## src/rtl/stream_maxpool.sv

```systemverilog
// stream_maxpool: streaming 2x2 / stride-2 max-pool stage with a half-row
// line buffer, ready/valid handshakes on both sides and end-of-frame marking.
// Optional build macro: MAXPOOL_RELU_EN fuses a ReLU onto the pooled output.
module stream_maxpool #(
    parameter int DATA_W = 16,
    parameter int IMG_W  = 4,
    parameter int IMG_H  = 4
) (
    input  logic              clk,
    input  logic              reset,
    input  logic [DATA_W-1:0] in_data,
    input  logic              in_valid,
    output logic              in_ready,
    output logic [DATA_W-1:0] out_data,
    output logic              out_valid,
    input  logic              out_ready,
    output logic              out_last
);

    localparam int CW    = $clog2(IMG_W);
    localparam int RW    = $clog2(IMG_H);
    localparam int LB_N  = IMG_W / 2;
    localparam int LB_AW = (LB_N > 1) ? $clog2(LB_N) : 1;

    localparam logic [CW-1:0] COL_LAST = CW'(IMG_W - 1);
    localparam logic [RW-1:0] ROW_LAST = RW'(IMG_H - 1);

    logic [CW-1:0]            col;
    logic [RW-1:0]            row;
    logic signed [DATA_W-1:0] hold;
    logic signed [DATA_W-1:0] linebuf [LB_N];

    logic                     accept;
    logic [LB_AW-1:0]         lb_idx;
    logic signed [DATA_W-1:0] pix;
    logic signed [DATA_W-1:0] pmax;
    logic signed [DATA_W-1:0] lb_rd;
    logic signed [DATA_W-1:0] wmax;
    logic signed [DATA_W-1:0] result;
    logic                     frame_end;

    // A pending un-taken output stalls the whole input side
    assign in_ready = reset && (!out_valid || out_ready);
    assign accept   = in_valid && in_ready;
    assign lb_idx   = LB_AW'(col >> 1);
    assign pix      = $signed(in_data);

    // Horizontal pair max, vertical window max and optional ReLU clamp
    always_comb begin
        pmax      = (pix > hold) ? pix : hold;
        lb_rd     = linebuf[lb_idx];
        wmax      = (pmax > lb_rd) ? pmax : lb_rd;
`ifdef MAXPOOL_RELU_EN
        result    = (wmax < 0) ? '0 : wmax;
`else
        result    = wmax;
`endif
        frame_end = (row == ROW_LAST) && (col == COL_LAST);
    end

    // Line buffer keeps the even-row pair maxima; contents need no reset
    always_ff @(posedge clk) begin
        if (accept && col[0] && !row[0]) begin
            linebuf[lb_idx] <= pmax;
        end
    end

    // Position counters, pair register and registered output stage
    always_ff @(posedge clk or negedge reset) begin
        if (!reset) begin
            col       <= '0;
            row       <= '0;
            hold      <= '0;
            out_data  <= '0;
            out_valid <= 1'b0;
            out_last  <= 1'b0;
        end else begin
            if (out_valid && out_ready) begin
                out_valid <= 1'b0;
                out_last  <= 1'b0;
            end
            if (accept) begin
                if (col == COL_LAST) begin
                    col <= '0;
                    row <= (row == ROW_LAST) ? '0 : row + 1'b1;
                end else begin
                    col <= col + 1'b1;
                end
                if (!col[0]) begin
                    hold <= pix;
                end else if (row[0]) begin
                    out_data  <= result;
                    out_valid <= 1'b1;
                    out_last  <= frame_end;
                end
            end
        end
    end

endmodule
```

## config.mk

```make
export PLATFORM = sky130hd
export DESIGN_NAME = stream_maxpool
export DESIGN_NICKNAME = d
export VERILOG_FILES = /design/src/rtl/stream_maxpool.sv
export SDC_FILE = /design/constraint.sdc
export NUM_CORES = 1
export LEC_CHECK = 0
export BUFFER_PORTS_ARGS = -buffer_cell sky130_fd_sc_hd__buf_2
export CAP_MARGIN = 25
export CELL_PAD_IN_SITES_DETAIL_PLACEMENT = 1
export CELL_PAD_IN_SITES_GLOBAL_PLACEMENT = 2
export CORE_ASPECT_RATIO = 1.1
export CORE_MARGIN = 3
export CORE_UTILIZATION = 36
export CTS_CLUSTER_DIAMETER = 150
export DETAILED_ROUTE_END_ITERATION = 10
export PLACE_DENSITY = 0.81
export SLEW_MARGIN = 10
export SYNTH_ARGS = -nofsm -noshare
export SYNTH_HDL_FRONTEND = slang
export SYNTH_SLANG_ARGS = --single-unit
export TNS_END_PERCENT = 30
```

## constraint.sdc

```tcl
create_clock -name clk -period 4.4 [get_ports clk]
set_input_delay 0.88 -clock clk [delete_from_list [all_inputs] [get_ports clk]]
set_output_delay 0.88 -clock clk [all_outputs]
set_load 0.01 [all_outputs]
```

### Word level (Yosys, flattened, before mapping)

Memories as Yosys holds them, arrays and structs flattened.
Cells that the tools add are included.

| word-level totals | value |
|---|---|
| register bits | 38 |
| latch bits | 0 |
| RAM bits | 32 |
| ROM bits | 0 |
| output and inout bits | 19 |
| memories | 1 |

| operators by class | value |
|---|---|
| add/sub/neg operators | 2 |
| multiply operators | 0 |
| div/mod/pow operators | 0 |
| $lt $le $gt $ge | 2 |
| equal/unequal tests | 2 |
| shift operators | 0 |
| muxes and demuxes | 14 |
| bitwise gates (word level) | 1 |
| reductions and logical operators | 12 |

Memories:

| memory | words | bits a word | rd ports | clocked after memory_dff | wr ports | RTL line | RTL |
|---|---|---|---|---|---|---|---|
| linebuf | 2 | 16 | 1 | 0 | 1 | 31 | `logic signed [DATA_W-1:0] linebuf [LB_N];` |

Operators by type and width:

| cell | count |
|---|---|
| $gt A16 B16 Y1 | 2 |
| $mux W16 | 2 |
| $mux W1 | 10 |
| $logic_and A1 B1 Y1 | 6 |
| $add A2 B1 Y2 const B | 2 |
| $eq A2 B2 Y1 const B | 2 |
| $mux W2 | 2 |
| $reduce_and A2 Y1 | 2 |
| $reduce_and A3 Y1 | 1 |
| $logic_not A1 Y1 | 2 |
| $logic_or A1 B1 Y1 | 1 |
| $not A1 Y1 | 1 |

### Longest topological paths before layout

Gate-level depths: netlist of run 1.

| depth | value |
|---|---|
| word-level depth | 8 |
| gate-level depth with buffers | 17 |
| depth with buffers taken out | 15 |

### Least setup slack after synthesis of run 1

OpenSTA, ideal clock, no wires.

| path | value |
|---|---|
| path kind | input to register |
| start | in in_data[1] |
| end | reg out_data[10] |
| setup time | 0.139 ns |
| arrival time | 4.467 ns |
| slack | -0.206 ns |
| stages on the path | 16 |
| path buffers | 2 |
| path through | ha_1 > nor2b_1 > o211ai_1 > a2111o_1 > a311oi_4 > buf_8 > mux2i_1 > inv_1 > ha_1 > nand4_1 > or3_1 > nor3_1 > a21oi_1 > nand3b_1 > clkbuf_1 > o221ai_1 |

| between the ends | value |
|---|---|
| word-level cells in the longest chain between the ends | 4 |

Ends and longest elaborated chain:

| what | RTL line | RTL |
|---|---|---|
| start: declaration | 11 | `input logic [DATA_W-1:0] in_data,` |
| $gt A16 B16 Y1 | 50 | `pmax = (pix > hold) ? pix : hold;` |
| $mux W16 | 50 |  |
| named net pmax[15] | 36 | `logic signed [DATA_W-1:0] pmax;` |
| $gt A16 B16 Y1 | 52 | `wmax = (pmax > lb_rd) ? pmax : lb_rd;` |
| $mux W16 | 52 |  |
| end signal: assignment | 92 | `out_data <= result;` |
| end: declaration | 14 | `output logic [DATA_W-1:0] out_data,` |

The timed path passes the listed nets, and every way through them passes these cells.
A chain may end at the register's enable or synchronous reset.

### Final worst setup path of run 1

| path | value |
|---|---|
| start | in in_data[10] |
| end | reg out_data[3] |

The elaborated chain is that of the path after synthesis.

==> results of run 1 <==
==> power groups by stage <==
stage / clock [uW] / combinational [uW] / sequential [uW]
finish: 488 / 1840 / 1060
global route: 535 / 2020 / 1090
CTS: 501 / 1470 / 1070
detailed placement: 0 / 1460 / 1080
global placement: 0 / 1380 / 1080
floorplan: 0 / 881 / 1040
==> cells in the final DEF, fill, tap and decap left out, types with 7 or more instances in the layout <==
cell and instances:
inv_1 33, nand2_1 34, clkbuf_8 12, buf_4 51
mux2i_1 22, buf_6 7, mux2i_2 7, buf_2 37
ha_1 28, o221ai_2 12, a21oi_1 13, dfrtp_1 38
edfxtp_1 32, mux2_2 16
==> worst reg2reg max path: cells and delay by family (launching register included) <==
family          cells  cell delay (ns)
flops               1             0.41
simple gates        1             0.18
fa+ha+maj           2             0.65
compound gates      8             1.82
buf+inv             6             0.79
mux                 1             0.24
==> timing repair <==
item                                   4_1_cts  5_1_grt
setup endpoints to repair                    0       16
buffers inserted                             0       10
gates resized for setup                      0       51
endpoints found under the hold margin        0        0
==> cell families after synthesis <==
family                   count (synthesis)
AO/OA/AOI/OAI                           48
adder cells (fa/ha/maj)                 34
buffers and inverters                   45
flip-flops                              70
multiplexers                            48
AND/OR/NAND/NOR                         59
==> cell type report <==
| class | instances | area [sq um] |
|---|---|---|
| clock buffers | 15 | 176.4 |
| clock inverters | 1 | 5.005 |
| fillers | 1038 | 5016 |
| inverters | 36 | 137.6 |
| multi-input cells | 189 | 1831 |
| flip-flops and latches | 70 | 1912 |
| well taps | 120 | 150.1 |
| repair buffers | 98 | 709.4 |
==> worst max path at each step <==
stage / start / to / slack [ns] / cells after the start
floorplan: in_data[1] / out_data[10] / 0.01 / 16
global placement: in_data[1] / out_data[9] / -0.12 / 18
detailed placement: in_data[1] / out_data[11] / -0.33 / 18
CTS: in_data[1] / out_data[11] / 0.03 / 18
global route: in_data[10] / out_data[3] / -0.12 / 17
finish: in_data[10] / out_data[3] / 0.06 / 18
==> synth_stat cells (all sizes together) <==
cell type,number
buf,6
nand3,2
and2,1
nor4,1
and2b,1
o22ai,1
ha,34
a2bb2oi,1
mux2,16
a21oi,13
o211ai,2
edfxtp,32
nand4,5
mux2i,32
a2111o,1
nor2,3
inv,36
o221ai,16
dfrtp,38
o21a,3
nand2b,2
a311oi,1
clkbuf,3
a21o,4
and3,1
nor2b,2
a2111oi,1
nand3b,1
nor3,4
o21ai,4
or3,1
nor3b,1
a211o,1
nand2,34
==> stage by stage <==
step | hold slack, ns | setup TNS [ns] | cells | utilization
after floorplan | 0.4746 | 0 | 304 | -
after global placement | 0.4733 | -1.914 | 502 | 0.4373
after detailed placement | 0.4793 | -4.532 | 502 | 0.4373
after CTS | 0.5009 | 0 | 518 | 0.4556
after global routing | 0.5231 | -1.748 | 529 | 0.4952
final | 0.4879 | 0 | 529 | 0.4952
==> per-layer routing <==
metal	vias to the layer above	global-route usage	part of all wire
met5	-	0	0
met4	0	0.07262	0.022
met3	13	0.03605	0.026
met2	38	0.2894	0.52
met1	1364	0.2077	0.43
li1	1305	-	-
==> registers in the layout (all words and copies together) (netlist names) <==
| name | count |
|---|---|
| out_last | 1 |
| linebuf | 32 |
| out_data | 16 |
| row | 2 |
| hold | 16 |
| col | 2 |
| out_valid | 1 |
==> flow_metrics.py, run 1 <==
metrics = {
    "clock_network": {
        "cts-buffers-inserted": 9,
        "hold_buffers": 0,
        "cts_sinks": 70,
        "cts_tree": "done",
        "cts_max_level": 3,
        "cts_root_buffer": "clkbuf_8",
        "clkTransAtPathRegs_ns": 0.07,
        "cts.path.max_buffers": 2,
        "clkLatencyLatePin_ns": 0.36,
    },
    "min_path": {
        "whs_path_depth": 2,
        "worstHoldEndpoint": "out_data[8]",
        "hold_start": "out_data[8]",
        "holdCritPathClass": "reg2reg",
    },
    "synthesis": {
        "yosysWarningCount": 0,
        "synth_top_family_by_area": "multiplexers",
        "synth_nets": 358,
        "syn_avg_cell_area_sq_um": 12.16,
        "synth_mux_area_frac": 0.1354,
        "yosys.area.top_type": "edfxtp_1",
        "synth_compound_area_frac": 0.09983,
        "synth_fa_ha_area_frac": 0.1151,
        "synth_top_area_share": 0.2599,
        "yosys-top-cells-area": "edfxtp_1 (26%), dfrtp_1 (26%), ha_1 (12%)",
        "syn_inst": 304,
        "yosysUniqueCellTypes": 37,
        "synthSimpleGateAreaFrac": 0.07580,
        "synth_xor_area_frac": 0,
        "ys_seq_elements": 70,
        "seq_area_frac_synth": 0.5171,
        "synth_area_sq_mm": 0.003697,
    },
    "die": {
        "io_pins": 39,
        "core-area_sq_mm": 0.009937,
        "chipHeight_um": 112.3,
        "die_w_um": 102.6,
        "die_area_sq_mm": 0.01152,
        "start_util": 0.3721,
        "row_count": 38,
    },
    "timing": {
        "min_period_ns": 4.344,
        "setup_slack_ns": 0.05559,
        "skew_ns": 0.01016,
        "worst_pin_slew_ns": 1.027,
        "finalCritPeriodShare": 0.9874,
        "hold_violations": 0,
        "rsz0062_at_grt": "true",
        "fmax_mhz": 230.2,
        "setup_viol": 0,
        "relSlewSlack": 0.3155,
        "finalMaxSlewViolations": 0,
    },
    "global_route": {
        "grt_max_degree": 40,
        "track_usage": 0.1710,
        "grt_pass1_vias": 2970,
        "overflow": 0,
        "antenna_found_initial": 0,
        "grt_pass1_wl_um": 14970,
    },
    "route": {
        "num_vias": 2720,
        "postRouteAntennaNets": 0,
        "via_per_inst": 5.142,
        "drc_errors": 0,
        "drt_pass1_iterations": 4,
        "drtIter0Drc": 74,
        "wl_per_cell_um": 18.17,
        "drt-total-wl_um": 9612,
    },
    "final_layout": {
        "n_antenna_cell": 0,
        "area_growth_pct": 33.10,
        "final_cell_area_sq_mm": 0.004921,
        "drive_gt1_frac": 0.4108,
        "fin_nets": 458,
    },
    "worst_setup_path": {
        "worst_path_max_delay_cell": "a2111o_1",
        "rrSetupSlack_ns": 0.21,
        "endpoint_kind": "flip-flop",
        "critPathMaxFanout": 8,
        "cp_num_buf_inv": 6,
        "cp.required_ns": 4.67,
        "path_common_cell": "buf_6",
        "r2r_end": "out_data[3]",
        "path_cells": "buf_2 > ha_1 > nand4_1 > a2111o_1 > a311oi_4 > buf_6 > buf_4 > buf_6 > mux2i_2 > inv_1 > ha_1 > a21oi_1 > o21a_1 > o22ai_1 > a211o_1 > a21o_1 > buf_6 > o221ai_1",
        "cp_slowest_stage_delay_ns": 0.42,
        "crit_family": "compound AO/OA/AOI/OAI gates",
        "ff2ff_path_depth": 18,
        "worstReg2RegStart": "hold[10]",
        "cp_data_arrival_time_ns": 4.61,
        "worstSetupPathType": "in2reg",
        "startpoint_type": "input port",
    },
    "power": {
        "intPower_uw": 2111,
        "p_sw_uw": 1276,
        "switching_share": 0.3767,
        "power_uw": 3387,
        "clkPwrFrac": 0.144,
        "p_leak_uw": 0.002267,
        "power_density_mw_per_mm2": 688.2,
        "power.share.combinational": 0.543,
        "ir_drop_uv": 331.2,
        "pwr-share-seq": 0.313,
    },
    "place": {
        "placed_area_sq_mm": 0.004345,
        "hpwl_um": 6806,
        "port_buffers": 38,
        "pre_cts_ws_ns": -0.3257,
        "gp_congestion": 0.7582,
    },
    "job": {
        "drv_cap": 0,
    },
    "run_status": {
        "outcome": "completed",
    },
}
(Power assumes the default switching activity.)
==> run 2: changes to the inputs <==
--- a/config.mk
+++ b/config.mk
@@ -15,6 +15,8 @@
 export CTS_CLUSTER_DIAMETER = 150
 export DETAILED_ROUTE_END_ITERATION = 10
 export PLACE_DENSITY = 0.81
+export RECOVER_POWER = 25
+export SETUP_SLACK_MARGIN = 0.15
 export SLEW_MARGIN = 10
 export SYNTH_ARGS = -nofsm -noshare
 export SYNTH_HDL_FRONTEND = slang
==> constraint.sdc (replaced) <==
create_clock -name clk -period 4.4 [get_ports clk]
set_input_delay 0.88 -clock clk [delete_from_list [all_inputs] [get_ports clk]]
set_output_delay 0.88 -clock clk [all_outputs]
set_load 0.05 [all_outputs]
==> run 2 against run 1 <==
Flip-flop and latch count stayed put. Fmax increased by 3.2%. Combinational power grew 19%. Sequential share of layout area down 1.3 points. Final cell count up 1.3%. Total power grew 15%. Via count increased by 2.2%. Critical endpoint is now out_data[0]. Largest power group unchanged.
==> flow_metrics.py, run 2 (synthesis gave the netlist of run 1 again) <==
metrics = {
    "run_status": {
        "outcome": "completed",
    },
    "timing": {
        "worst_pin_slew_ns": 1.295,
        "hold_violations": 0,
        "setup-tns-final_ns": 0,
        "setup_viol": 0,
        "fmax_mhz": 237.4,
        "min_period_ns": 4.212,
        "finalMaxSlewViolations": 0,
        "finalCritPeriodShare": 0.9572,
        "skew_ns": 0.008269,
        "rsz0062_at_grt": "true",
        "relSlewSlack": 0.1364,
        "setup_slack_ns": 0.1884,
    },
    "global_route": {
        "antenna_found_initial": 0,
        "grt_pass1_vias": 2983,
        "grt_max_degree": 22,
        "overflow": 0,
        "track_usage": 0.1770,
        "grt_pass1_wl_um": 15340,
    },
    "final_layout": {
        "largest_reg_flops": 32,
        "largest_registers": "linebuf (32), hold (16), out_data (16)",
        "largest_register": "linebuf",
        "fin_nets": 465,
        "mostFrequentLayoutCell": "buf_4",
        "area_growth_pct": 37.63,
        "mostFrequentLayoutCells": "buf_4 (58), dfrtp_1 (38), buf_2 (36), nand2_1 (33), edfxtp_1 (32)",
        "fill_cells": 1013,
        "n_antenna_cell": 0,
        "drive_gt1_frac": 0.4351,
    },
    "worst_setup_path": {
        "cp_slowest_stage_delay_ns": 0.47,
        "rrSetupSlack_ns": 0.35,
        "cp_data_arrival_time_ns": 4.43,
        "r2r_end": "out_data[0]",
        "path_common_cell": "buf_6",
        "worstSetupPathType": "in2reg",
        "worst_path_max_delay_cell": "a2111o_1",
        "path_cells": "buf_8 > ha_4 > nor2b_4 > o211ai_1 > a2111o_1 > a311oi_4 > buf_6 > mux2i_4 > inv_1 > ha_1 > nand2_1 > or3_4 > nor3_4 > a211o_1 > a21o_1 > buf_6 > o221ai_1",
        "worstReg2RegStart": "hold[1]",
        "critPathMaxFanout": 8,
        "cp.required_ns": 4.62,
        "endpoint_kind": "flip-flop",
        "startpoint_type": "input port",
        "ff2ff_path_depth": 17,
    },
    "clock_network": {
        "clkTransAtPathRegs_ns": 0.07,
        "cts_tree": "done",
        "cts_root_buffer": "clkbuf_8",
        "cts-buffers-inserted": 9,
        "clkLatencyLatePin_ns": 0.35,
        "cts_max_level": 3,
        "cts_sinks": 70,
        "cts.path.max_buffers": 2,
        "hold_buffers": 0,
    },
    "die": {
        "io_pins": 39,
        "die_w_um": 102.6,
        "core-area_sq_mm": 0.009937,
        "start_util": 0.3721,
        "row_count": 38,
        "chipHeight_um": 112.3,
        "die_area_sq_mm": 0.01152,
    },
    "route": {
        "drt_pass1_iterations": 5,
        "drt-total-wl_um": 9692,
        "postRouteAntennaNets": 0,
        "wl_per_cell_um": 18.08,
        "drtIter0Drc": 65,
        "drc_errors": 0,
        "num_vias": 2781,
        "via_per_inst": 5.188,
    },
    "min_path": {
        "holdCritPathClass": "reg2reg",
        "whs_path_depth": 2,
        "hold_start": "out_data[2]",
        "worstHoldEndpoint": "out_data[2]",
    },
    "job": {
        "drv_cap": 0,
    },
    "place": {
        "gp_congestion": 0.7662,
        "hpwl_um": 6845,
        "port_buffers": 38,
        "pre_cts_ws_ns": -0.3422,
    },
    "power": {
        "power_density_mw_per_mm2": 762.8,
        "ir_drop_uv": 344.7,
        "p_leak_uw": 0.002312,
    },
}
run 2: routing by layer:
metal	wire length, um	track usage	vias to the layer above
li1	-	-	1326
met1	4236	0.2303	1404
met2	5039	0.2929	38
met3	198	0.03480	13
met4	217	0.05949	0
met5	0	0	-
run 2: worst max-delay path by stage:
stage | to | startpoint | slack, ns | depth (start not counted)
floorplan | out_data[10] | in_data[1] | 0.04 | 16
global placement | out_data[8] | in_data[1] | -0.19 | 18
detailed placement | out_data[3] | in_data[1] | -0.34 | 18
CTS | out_data[12] | in_data[1] | 0.15 | 17
global route | out_data[2] | in_data[1] | 0.03 | 18
finish | out_data[0] | in_data[1] | 0.19 | 17
run 2: what timing repair did:
action                     4_1_cts  5_1_grt
pin swaps                        6        6
setup buffers                    6        5
gates resized for setup         36       26
setup endpoints to repair       16       16
hold endpoints to repair         0        0
run 2: layout make-up:
cell class | instances | area (sq um) | share of cell area
sequential | 70 | 1912 | 0.3757
multi-input combinational | 189 | 1907 | 0.3747
timing repair buffer | 105 | 748.2 | 0.1470
tap | 120 | 150.1 | 0.02951
inverter | 36 | 135.1 | 0.02656
clock buffer | 9 | 123.9 | 0.02434
clock inverter | 7 | 112.6 | 0.02213
run 2: where the power goes:
| group | total (uW) | internal (uW) | switching [uW] | leakage [uW] |
|---|---|---|---|---|
| sequential | 1070 | 913 | 161 | 0.000759 |
| clock | 622 | 373 | 249 | 0.000119 |
| combinational | 2190 | 1050 | 1140 | 0.00143 |
| total | 3880 | 2330 | 1550 | 0.00231 |
run 2: through the flow:
stage / utilization / area [sq um] / instances / hold WS, ns / power (uW)
detailed placement: 0.4446 / 4418 / 508 / 0.4822 / 2797
global placement: 0.4446 / 4418 / 508 / 0.4741 / 2720
global route: 0.5121 / 5089 / 536 / 0.5285 / 4150
floorplan: - / 3740 / 304 / 0.4746 / 2132
CTS: 0.4928 / 4897 / 530 / 0.5050 / 3696
finish: 0.5121 / 5089 / 536 / 0.4967 / 3882
run 2: worst max-delay path, delay by kind of cell:
| kind | cells | cell delay, ns |
|---|---|---|
| AO/OA/AOI/OAI | 6 | 1.36 |
| adder cells (fa/ha/maj) | 2 | 0.57 |
| buffers and inverters | 4 | 0.60 |
| multiplexers | 1 | 0.27 |
| AND/OR/NAND/NOR | 4 | 0.73 |
